### config.mk
export PLATFORM = sky130hd
export DESIGN_NAME = mem_port_arbiter
export DESIGN_NICKNAME = d
export VERILOG_FILES = /design/src/rtl/mem_port_arbiter.sv
export SDC_FILE = /design/constraint.sdc
export NUM_CORES = 1
export LEC_CHECK = 0
export ABC_CLOCK_PERIOD_IN_PS = 6100
export CAP_MARGIN = 20
export CORE_UTILIZATION = 45
export CTS_BUF_LIST = sky130_fd_sc_hd__clkbuf_4 sky130_fd_sc_hd__clkbuf_8
export DETAILED_ROUTE_END_ITERATION = 12
export PLACE_DENSITY = 0.91
export SYNTH_ARGS = -nofsm -noshare
export SYNTH_HDL_FRONTEND = slang
export SYNTH_SLANG_ARGS = --single-unit
### constraint.sdc
create_clock -name iClk -period 6.1 [get_ports iClk]
set_input_delay 0.61 -clock iClk [delete_from_list [all_inputs] [get_ports iClk]]
set_output_delay 0.61 -clock iClk [all_outputs]
set_load 0.01 [all_outputs]
### src/rtl/mem_port_arbiter.sv
// mem_port_arbiter: one single-port 32-bit memory shared by fetch and load/store.
// Data wins arbitration unless fetch has waited cMaxDataBurst data grants.
// Ports:
//   iClk, iRst (async, active-high), iFlush
//   fetch: iFetchReq/iFetchAddr -> oFetchGnt/oFetchRdv/oFetchData
//   data:  iDataReq/iDataWe/iDataOpType/iDataAddr/iDataWData
//          -> oDataGnt/oDataRdv/oDataRData/oDataErr
//   mem:   oMemEn/oMemWe/oMemAddr/oMemBe/oMemWData <- iMemAck/iMemRData
module mem_port_arbiter #(
  parameter int cXLEN         = 32,
  parameter int cMaxDataBurst = 4
) (
  input  logic             iClk,
  input  logic             iRst,
  input  logic             iFlush,
  input  logic             iFetchReq,
  input  logic [cXLEN-1:0] iFetchAddr,
  output logic             oFetchGnt,
  output logic             oFetchRdv,
  output logic [cXLEN-1:0] oFetchData,
  input  logic             iDataReq,
  input  logic             iDataWe,
  input  logic [2:0]       iDataOpType,
  input  logic [cXLEN-1:0] iDataAddr,
  input  logic [cXLEN-1:0] iDataWData,
  output logic             oDataGnt,
  output logic             oDataRdv,
  output logic [cXLEN-1:0] oDataRData,
  output logic             oDataErr,
  output logic             oMemEn,
  output logic             oMemWe,
  output logic [cXLEN-1:0] oMemAddr,
  output logic [3:0]       oMemBe,
  output logic [cXLEN-1:0] oMemWData,
  input  logic             iMemAck,
  input  logic [cXLEN-1:0] iMemRData
);

  localparam int cCntW = $clog2(cMaxDataBurst + 1);

  typedef enum logic [1:0] {
    IDLE,
    FETCH_WAIT,
    DATA_WAIT
  } state_t;

  state_t state_q, state_d;
  logic [cCntW-1:0] cnt_q, cnt_d;
  logic drop_q, drop_d;
  logic [1:0] a_q, a_d;
  logic [2:0] op_q, op_d;
  logic we_q, we_d;

  logic fGnt_q, fGnt_d, fRdv_q, fRdv_d;
  logic [cXLEN-1:0] fData_q, fData_d;
  logic dGnt_q, dGnt_d, dRdv_q, dRdv_d;
  logic dErr_q, dErr_d;
  logic [cXLEN-1:0] dRData_q, dRData_d;
  logic memEn_q, memEn_d, memWe_q, memWe_d;
  logic [cXLEN-1:0] memAddr_q, memAddr_d;
  logic [3:0] memBe_q, memBe_d;
  logic [cXLEN-1:0] memWData_q, memWData_d;

  logic unused;
  assign unused = ^iFetchAddr[1:0];

  // Request decode
  logic [1:0] a, sz;
  logic legal, misal, illegal;
  logic [3:0] be;
  logic [cXLEN-1:0] wrep;

  assign a  = iDataAddr[1:0];
  assign sz = iDataOpType[1:0];
  assign legal = (sz != 2'b11) &&
                 !(iDataOpType[2] && (iDataWe || iDataOpType[1]));
  assign misal = ((sz == 2'b01) && a[0]) ||
                 ((sz == 2'b10) && (a != 2'b00));
  assign illegal = !legal || misal;

  always_comb begin
    be   = 4'hF;
    wrep = iDataWData;
    unique case (sz)
      2'b00: begin
        be   = 4'b0001 << a;
        wrep = {4{iDataWData[7:0]}};
      end
      2'b01: begin
        be   = 4'b0011 << a;
        wrep = {2{iDataWData[15:0]}};
      end
      default: ;
    endcase
  end

  // Load alignment against the captured address/opType
  logic [cXLEN-1:0] sh, ld;
  assign sh = iMemRData >> {a_q, 3'b000};

  always_comb begin
    ld = sh;
    unique case (op_q[1:0])
      2'b00: ld = {{24{sh[7] & ~op_q[2]}}, sh[7:0]};
      2'b01: ld = {{16{sh[15] & ~op_q[2]}}, sh[15:0]};
      default: ;
    endcase
  end

  // Arbitration. A data request still high in its own grant
  // cycle (illegal access, answered from IDLE) is ignored.
  logic dReq, fSel, dSel, sat;
  assign sat  = (cnt_q == cCntW'(cMaxDataBurst));
  assign dReq = iDataReq && !dGnt_q;
  assign fSel = iFetchReq && (!dReq || sat);
  assign dSel = dReq && !fSel;

  always_comb begin
    state_d    = state_q;
    cnt_d      = cnt_q;
    drop_d     = drop_q;
    a_d        = a_q;
    op_d       = op_q;
    we_d       = we_q;
    fGnt_d     = 1'b0;
    fRdv_d     = 1'b0;
    fData_d    = fData_q;
    dGnt_d     = 1'b0;
    dRdv_d     = 1'b0;
    dErr_d     = 1'b0;
    dRData_d   = dRData_q;
    memEn_d    = memEn_q;
    memWe_d    = memWe_q;
    memAddr_d  = memAddr_q;
    memBe_d    = memBe_q;
    memWData_d = memWData_q;
    unique case (state_q)
      IDLE: begin
        drop_d = 1'b0;
        if (!iFetchReq) cnt_d = '0;
        if (fSel) begin
          cnt_d      = '0;
          state_d    = FETCH_WAIT;
          fGnt_d     = 1'b1;
          memEn_d    = 1'b1;
          memWe_d    = 1'b0;
          memAddr_d  = {iFetchAddr[cXLEN-1:2], 2'b00};
          memBe_d    = 4'hF;
          memWData_d = '0;
        end else if (dSel) begin
          dGnt_d = 1'b1;
          if (iFetchReq && !sat) cnt_d = cnt_q + 1'b1;
          if (illegal) begin
            dRdv_d   = 1'b1;
            dErr_d   = 1'b1;
            dRData_d = '0;
          end else begin
            state_d    = DATA_WAIT;
            memEn_d    = 1'b1;
            memWe_d    = iDataWe;
            memAddr_d  = {iDataAddr[cXLEN-1:2], 2'b00};
            memBe_d    = be;
            memWData_d = wrep;
            a_d        = a;
            op_d       = iDataOpType;
            we_d       = iDataWe;
          end
        end
      end
      FETCH_WAIT: begin
        drop_d = drop_q | iFlush;
        if (iMemAck) begin
          state_d = IDLE;
          memEn_d = 1'b0;
          drop_d  = 1'b0;
          if (!(drop_q || iFlush)) begin
            fRdv_d  = 1'b1;
            fData_d = iMemRData;
          end
        end
      end
      DATA_WAIT: begin
        if (iMemAck) begin
          state_d  = IDLE;
          memEn_d  = 1'b0;
          dRdv_d   = 1'b1;
          dRData_d = we_q ? '0 : ld;
        end
      end
      default: state_d = IDLE;
    endcase
  end

  always_ff @(posedge iClk or posedge iRst) begin
    if (iRst) begin
      state_q    <= IDLE;
      cnt_q      <= '0;
      drop_q     <= 1'b0;
      a_q        <= '0;
      op_q       <= '0;
      we_q       <= 1'b0;
      fGnt_q     <= 1'b0;
      fRdv_q     <= 1'b0;
      fData_q    <= '0;
      dGnt_q     <= 1'b0;
      dRdv_q     <= 1'b0;
      dErr_q     <= 1'b0;
      dRData_q   <= '0;
      memEn_q    <= 1'b0;
      memWe_q    <= 1'b0;
      memAddr_q  <= '0;
      memBe_q    <= '0;
      memWData_q <= '0;
    end else begin
      state_q    <= state_d;
      cnt_q      <= cnt_d;
      drop_q     <= drop_d;
      a_q        <= a_d;
      op_q       <= op_d;
      we_q       <= we_d;
      fGnt_q     <= fGnt_d;
      fRdv_q     <= fRdv_d;
      fData_q    <= fData_d;
      dGnt_q     <= dGnt_d;
      dRdv_q     <= dRdv_d;
      dErr_q     <= dErr_d;
      dRData_q   <= dRData_d;
      memEn_q    <= memEn_d;
      memWe_q    <= memWe_d;
      memAddr_q  <= memAddr_d;
      memBe_q    <= memBe_d;
      memWData_q <= memWData_d;
    end
  end

  assign oFetchGnt  = fGnt_q;
  assign oFetchRdv  = fRdv_q;
  assign oFetchData = fData_q;
  assign oDataGnt   = dGnt_q;
  assign oDataRdv   = dRdv_q;
  assign oDataRData = dRData_q;
  assign oDataErr   = dErr_q;
  assign oMemEn     = memEn_q;
  assign oMemWe     = memWe_q;
  assign oMemAddr   = memAddr_q;
  assign oMemBe     = memBe_q;
  assign oMemWData  = memWData_q;

endmodule

==> results of run 1 <==
kinds of logic after synthesis:
logic type,count (synthesis),synth area share (%)
muxes,121,18.0
adders and majority gates,5,0.883
and+or+nand+nor,117,7.56
buffers and inverters,60,4.06
DFF,149,52.7
AOI/OAI and AO/OA,169,16.7
xor gates and xnor gates,1,0.124
other,1,0.0530
path summary, 6_finish.rpt:
kind                                 from              to  cells past startpoint
min in group asynchronous            iRst  oFetchData[31]                      2
setup / recovery           iDataOpType[0]  oDataRData[10]                      6
hold reg to reg                      we_q            we_q                      1
max in group asynchronous            iRst          a_q[0]                      3
hold / removal                       we_q            we_q                      1
setup reg to reg               state_q[0]  oDataRData[30]                      6
metal layers:
layer  track usage, %  vias to the layer above  wire length, um
met5                0                        -                0
met4             8.61                        0              432
met3             8.50                       38             1520
met2             41.7                      265             9880
met1             30.3                     2902             8160
li1                 -                     2738                -
synthesized netlist by cell type (all sizes together) (4+ instances only):
| master | n | area (um^2) |
|---|---|---|
| a211oi | 15 | 113 |
| nand2 | 44 | 165 |
| buf | 30 | 175 |
| clkbuf | 18 | 67.6 |
| ha | 5 | 62.6 |
| dfrtp | 149 | 3730 |
| o22a | 4 | 35.0 |
| a22o | 33 | 289 |
| inv | 12 | 45.0 |
| a21o | 4 | 30.0 |
| a21oi | 46 | 234 |
| mux2i | 72 | 721 |
| o21ai | 40 | 200 |
| nor2 | 42 | 158 |
| o2bb2ai | 16 | 140 |
| mux2 | 49 | 552 |
| nor2b | 9 | 56.3 |
| nand3b | 8 | 60.1 |
layout make-up:
cell class	instances	share of cell area (%)
clock buffers	18	2.38
clock inverters	14	2.35
inverters	12	0.480
multi-input cells	415	29.7
flip-flops and latches	149	35.8
well taps	211	2.53
repair buffers	280	26.8
layout by cell type, fill, tap and decap left out, types with 4 or more instances in the layout:
cell	instances
a211oi_1	14
a21o_1	4
a21oi_1	45
a22o_1	33
buf_4	7
bufinv_16	6
clkbuf_8	18
clkdlybuf4s50_1	272
dfrtp_1	148
ha_1	5
inv_1	11
inv_6	4
mux2_2	48
mux2i_1	72
nand2_1	44
nand3b_1	8
nor2_1	42
nor2b_1	9
o21ai_0	40
o22a_1	4
o2bb2ai_1	16
power by group:
part / switching [mW] / internal [mW]
combinational: 0.932 / 1.17
sequential: 0.306 / 1.39
clock: 0.395 / 0.544
critical path, cell delays in order:
cell and delay, ps:
clkdlybuf4s50_1 970, a221o_1 290, a21boi_4 290, a22oi_4 110
a21oi_2 750, mux2_2 420
registers in the layout, indices dropped and copies added, names as in the netlist:
signal / flops
cnt_q: 3
oFetchGnt: 1
op_q: 3
oMemAddr: 30
oDataGnt: 1
oDataRData: 32
oMemWData: 32
oDataErr: 1
oDataRdv: 1
we_q: 1
oMemBe: 4
a_q: 2
oMemEn: 1
state_q: 2
oFetchData: 32
drop_q: 1
oFetchRdv: 1
oMemWe: 1
==> summary.md, run 1 <==
| Metric | Value |
|---|---|
| Outcome | finished, final reports clean |
| Rel. slew slack | 33.6% |
| Initial antenna violation count | 0 |
| Iteration-0 DRC Markers | 332 |
| Tcrit/Tclk final | between 50% and 60% |
| Tmin final | around 3100 ps |
| Max Cap Viol | 0 |
| Final core occ | 68.3% |
| GRT Overall Usage | 25.0% |
| Final instance count without filler cells | between 1k and 1.5k |
| Yosys reg bits | ~150 |
| Placeable Area | 0.0153 mm^2 |
| CTS tree | yes |
| Global route total overflow | 0 |
| Dpl ws | approximately 2500 ps |
| Post-DRT Antenna Nets | 0 |
| Post-route design area | between 0.01 and 0.015 mm^2 |
| Setup TNS | 0 ps |
| Final worst slack | approximately 3000 ps |
| Highest clock rate | ~320 MHz |
| Clock sinks | between 100 and 150 |
| Post-DP Area | between 0.009 and 0.01 mm^2 |
| Worst hold-check path type | reg2reg |
| CP max FO | 16 |
| Syn Area/Cell | ~11 um^2 |
| Vias in the first global route | 5923 |
| Worst skew pair latency | ~460 ps |
| Filler cell count | 1128 |
| Post-synth ARST share | 100% |
| Layout Nets | around 1k |
| Crit path DAT | about 3500 ps |
| CTS clock-pin slew for the worst setup and hold paths | 80 ps |
| CTS max path bufs | 2 |
| Share of layout cells above drive strength 1 | 11.3% |
| Setup-failing EPs final | 0 |
| Max-slew violation count | 0 |
| Worst Max-Slew Pin Slew | ~1000 ps |
| WHS | between 400 and 500 ps |
| Crit end category | register |
| Largest net degree at the start of global routing | 94 |
| Routed len/inst | ~18 um |
| Endpoints failing hold | 0 |
| Final wirelength | between 15000 and 20000 um |
| Seq. cell area | around 0.0037 mm^2 |
| Vias per inst | between 5 and 6 |
| Worst Path Required | roughly 6400 ps |
| Placer Congestion | between 0.8 and 0.9 |
| Worst setup path category | in2reg |
| PostCTS Resize Cnt | 0 |
| I/O Pins | approximately 280 |
| Final Power | roughly 4.7 mW |
| DRT Pass-1 Iters | 5 |
| RSZ-0062 raised after global routing | no |
| Area growth syn-to-layout | 47.1% |
| Post-CTS setup buffers | 0 |
| Routed via count | 5943 |
| PortBufs | between 200 and 300 |
| Starting Density | 46.4% |
| Lkg Pwr | between 4 and 5 nW |
| FP Rows | between 40 and 50 |
| Placed insts | roughly 1.1k |
| Post-synth EDFFs | 0 |
| Synth warnings | 0 |
| IR drop worst, VDD | 0.253 mV |
| Dominant synthesized flop cell | dfrtp_1 |
| Cell variety after synth | 46 |
| Synth Instances | 623 |
| Sequential share of the synthesized area | between 50% and 60% |
| FF-to-FF setup slack | about 3200 ps |
| PwrDens | between 400 and 500 mW/mm^2 |
| Clock Tree Root | clkbuf_8 |
| Global-route wire length before repair | between 30000 and 40000 um |
| Hold buffers post-CTS | 0 |
| Diode count | 0 |
| Area of the multi-input gates | 0.00309 mm^2 |
| Die footprint | 0.0162 mm^2 |
| DRC viols | 0 |
| Chip Width | roughly 130 um |
| Setup Skew | 11.6 ps |
| Die Y | between 100 and 150 um |
| CTS Buf Count | 17 |
| Critical Path Start Type | input port |
| CTS H-Tree Depth | 4 |
| Detailed placement HPWL | about 14000 um |
| Post-Syn Area | just over 0.007 mm^2 |
Power figures use the tool's default switching activity.
==> run 2, diff against run 1 <==
==> config.mk (replaced) <==
export PLATFORM = sky130hd
export DESIGN_NAME = mem_port_arbiter
export DESIGN_NICKNAME = d
export VERILOG_FILES = /design/src/rtl/mem_port_arbiter.sv
export SDC_FILE = /design/constraint.sdc
export NUM_CORES = 1
export LEC_CHECK = 0
export ABC_CLOCK_PERIOD_IN_PS = 2500
export CAP_MARGIN = 20
export CORE_UTILIZATION = 41
export CTS_BUF_LIST = sky130_fd_sc_hd__clkbuf_4 sky130_fd_sc_hd__clkbuf_8
export DETAILED_ROUTE_END_ITERATION = 12
export PLACE_DENSITY = 0.88
export SYNTH_ARGS = -nofsm -noshare
export SYNTH_HDL_FRONTEND = slang
export SYNTH_SLANG_ARGS = --single-unit
==> constraint.sdc (replaced) <==
create_clock -name iClk -period 2.5 [get_ports iClk]
set_input_delay 0.25 -clock iClk [delete_from_list [all_inputs] [get_ports iClk]]
set_output_delay 0.25 -clock iClk [all_outputs]
set_load 0.01 [all_outputs]
==> run 2 against run 1 <==
Compared with the run above:
- sequential share of layout area decreased by 0.54 points
- combinational power increased to 2.6 times the previous value
- routed wire length increased by 2.6%
- sequential cell count unchanged
- register-to-register slack got worse by 2700 ps
- critical endpoint unchanged
- largest power group unchanged
==> summary.md, run 2 (same netlist as run 1, synthesis figures left out) <==
| Metric | Value |
|---|---|
| IR drop worst, VDD | around 0.52 mV |
| Worst hold-check path type | in2async |
| Tmin final | approximately 2000 ps |
| RSZ-0062 raised after global routing | no |
| Placeable Area | 0.0167 mm^2 |
| Worst Path Required | around 2800 ps |
| Post-DRT Antenna Nets | 0 |
| Commonest non-fill, non-tap cells in the layout | 272 x clkdlybuf4s50_1, 148 x dfrtp_1, 72 x mux2i_1 |
| Clock sinks | 149 |
| Area growth syn-to-layout | 49.3% |
| Die Y | 133 um |
| Worst setup path category | reg2reg |
| FP Rows | 47 |
| Highest clock rate | about 490 MHz |
| Rel. slew slack | approximately a third |
| Vias per inst | between 5 and 6 |
| Dpl ws | -113 ps |
| Leading cell type in the layout, fill and taps excluded | clkdlybuf4s50_1 |
| Chip Width | roughly 130 um |
| Placed insts | between 1k and 1.5k |
| Switching Fraction | 34.8% |
| Int Power | 7.44 mW |
| CP max FO | 16 |
| Iteration-0 DRC Markers | between 300 and 400 |
| PwrDens | 1080 mW/mm^2 |
| Global-route wire length before repair | ~32000 um |
| DRT Pass-1 Iters | 5 |
| Routed via count | roughly 6.0k |
| Share of layout cells above drive strength 1 | about an eighth |
| Final instance count without filler cells | 1127 |
| Global route total overflow | 0 |
| Layout Nets | approximately 1.0k |
| Largest net degree at the start of global routing | 80 |
| WHS | about 58 ps |
| Clock Tree Root | clkbuf_8 |
| DRC viols | 0 |
| Vias in the first global route | around 6k |
| Clock Power Share | between 15 and 20% |
| Worst Max-Slew Pin Slew | around 1000 ps |
| CTS tree | yes |
| Max Cap Viol | 0 |
| Max-slew violation count | 0 |
| Final wirelength | 20500 um |
| Setup Skew | ~7.7 ps |
| Crit end category | register |
| PortBufs | approximately 270 |
| CTS H-Tree Depth | 4 |
| Final worst slack | about 440 ps |
| CTS clock-pin slew for the worst setup and hold paths | about 80 ps |
| NetSw | between 3 and 4 mW |
| Critical Path Start Type | register |
| Tcrit/Tclk final | 82.2% |
| Final Power | between 10 and 15 mW |
| Crit path DAT | 2390 ps |
| Die footprint | about 0.018 mm^2 |
| Worst skew pair latency | 450 ps |
| Outcome | finished, final reports clean |
| Routed len/inst | between 15 and 20 um |
| GRT Overall Usage | a little under a quarter |
| Setup TNS | 0 ps |
| Combinational share of power | a little under half |
| Diode count | 0 |
| Filler cell count | around 1.3k |
| Placer Congestion | around 0.84 |
| Lkg Pwr | approximately 4.6 nW |
| CTS Buf Count | 17 |
| Endpoints failing hold | 0 |
| Reg power frac | a little over a third |
| Initial antenna violation count | 0 |
| Starting Density | roughly 42% |
| Detailed placement HPWL | between 15000 and 20000 um |
| Setup-failing EPs final | 0 |
| CTS max path bufs | 2 |
| I/O Pins | approximately 280 |
==> run 2: changes by cell type in the layout (fill, tap and decap cells not counted), sizes merged <==
cell      previous run  this run
clkinv               4         3
clkinvlp             1         2
bufinv               6         3
buf                  8        29
inv                 15        12
clkbuf              18        22
==> run 2: cell type report <==
| cell class | instances | area, um^2 | area share, % |
|---|---|---|---|
| Sequential cell | 149 | 3730 | 35.3 |
| Multi-Input combinational cell | 415 | 3100 | 29.3 |
| Timing Repair Buffer | 301 | 3020 | 28.5 |
| Clock buffer | 22 | 284 | 2.69 |
| Tap cell | 220 | 275 | 2.60 |
| Clock inverter | 8 | 125 | 1.18 |
| Inverter | 12 | 48.8 | 0.461 |
==> run 2: path summary, 6_finish.rpt <==
check / from / endpoint / slack [ps] / cells after the start
min in group iClk: iMemAck / drop_q / 420 / 2
hold / removal: iRst / oMemWData[18] / 60 / 2
hold reg to reg: we_q / we_q / 490 / 1
setup reg to reg: cnt_q[0] / oDataRData[10] / 440 / 8
setup / recovery: cnt_q[0] / oDataRData[10] / 440 / 8
max in group asynchronous: iRst / oMemAddr[12] / 1800 / 3
==> run 2: per-layer routing <==
layer	global-route usage, %	wire, um
met5	0	0
met4	7.77	440
met3	6.28	1670
met2	39.9	10200
met1	29.1	8200
==> run 2: critical path, cell delays in order, from the launching register on <==
cell and delay, ps:
dfrtp_1 370, inv_1 60, ha_1 220, nand3_1 90, nand3_1 100, inv_1 120, a22oi_4 70, a21oi_4 500
mux2_2 400
==> run 2: timing repair <==
item                                   4_1_cts  5_1_grt
resized for setup                            0        1
endpoints found under the hold margin        0        0
setup buffers                                0        0
setup endpoints to repair                    0        3
hold buffers                                 0        0
==> run 2: power groups by stage <==
stage | clock, mW | sequential (mW) | combinational (mW)
floorplan | 0 | 4.38 | 2.23
finish | 1.96 | 4.02 | 5.43
global placement | 0 | 4.00 | 5.30
global route | 2.11 | 4.15 | 5.82
CTS | 2.00 | 4.02 | 5.46
detailed placement | 0 | 4.05 | 5.43
==> run 2: metrics by stage <==
step | utilization, % | cell area [um^2]
after floorplan | - | 7090
after global routing | 63.3 | 10600
final | 63.3 | 10600
after CTS | 63.3 | 10600
after global placement | 60.8 | 10200
after detailed placement | 60.8 | 10200
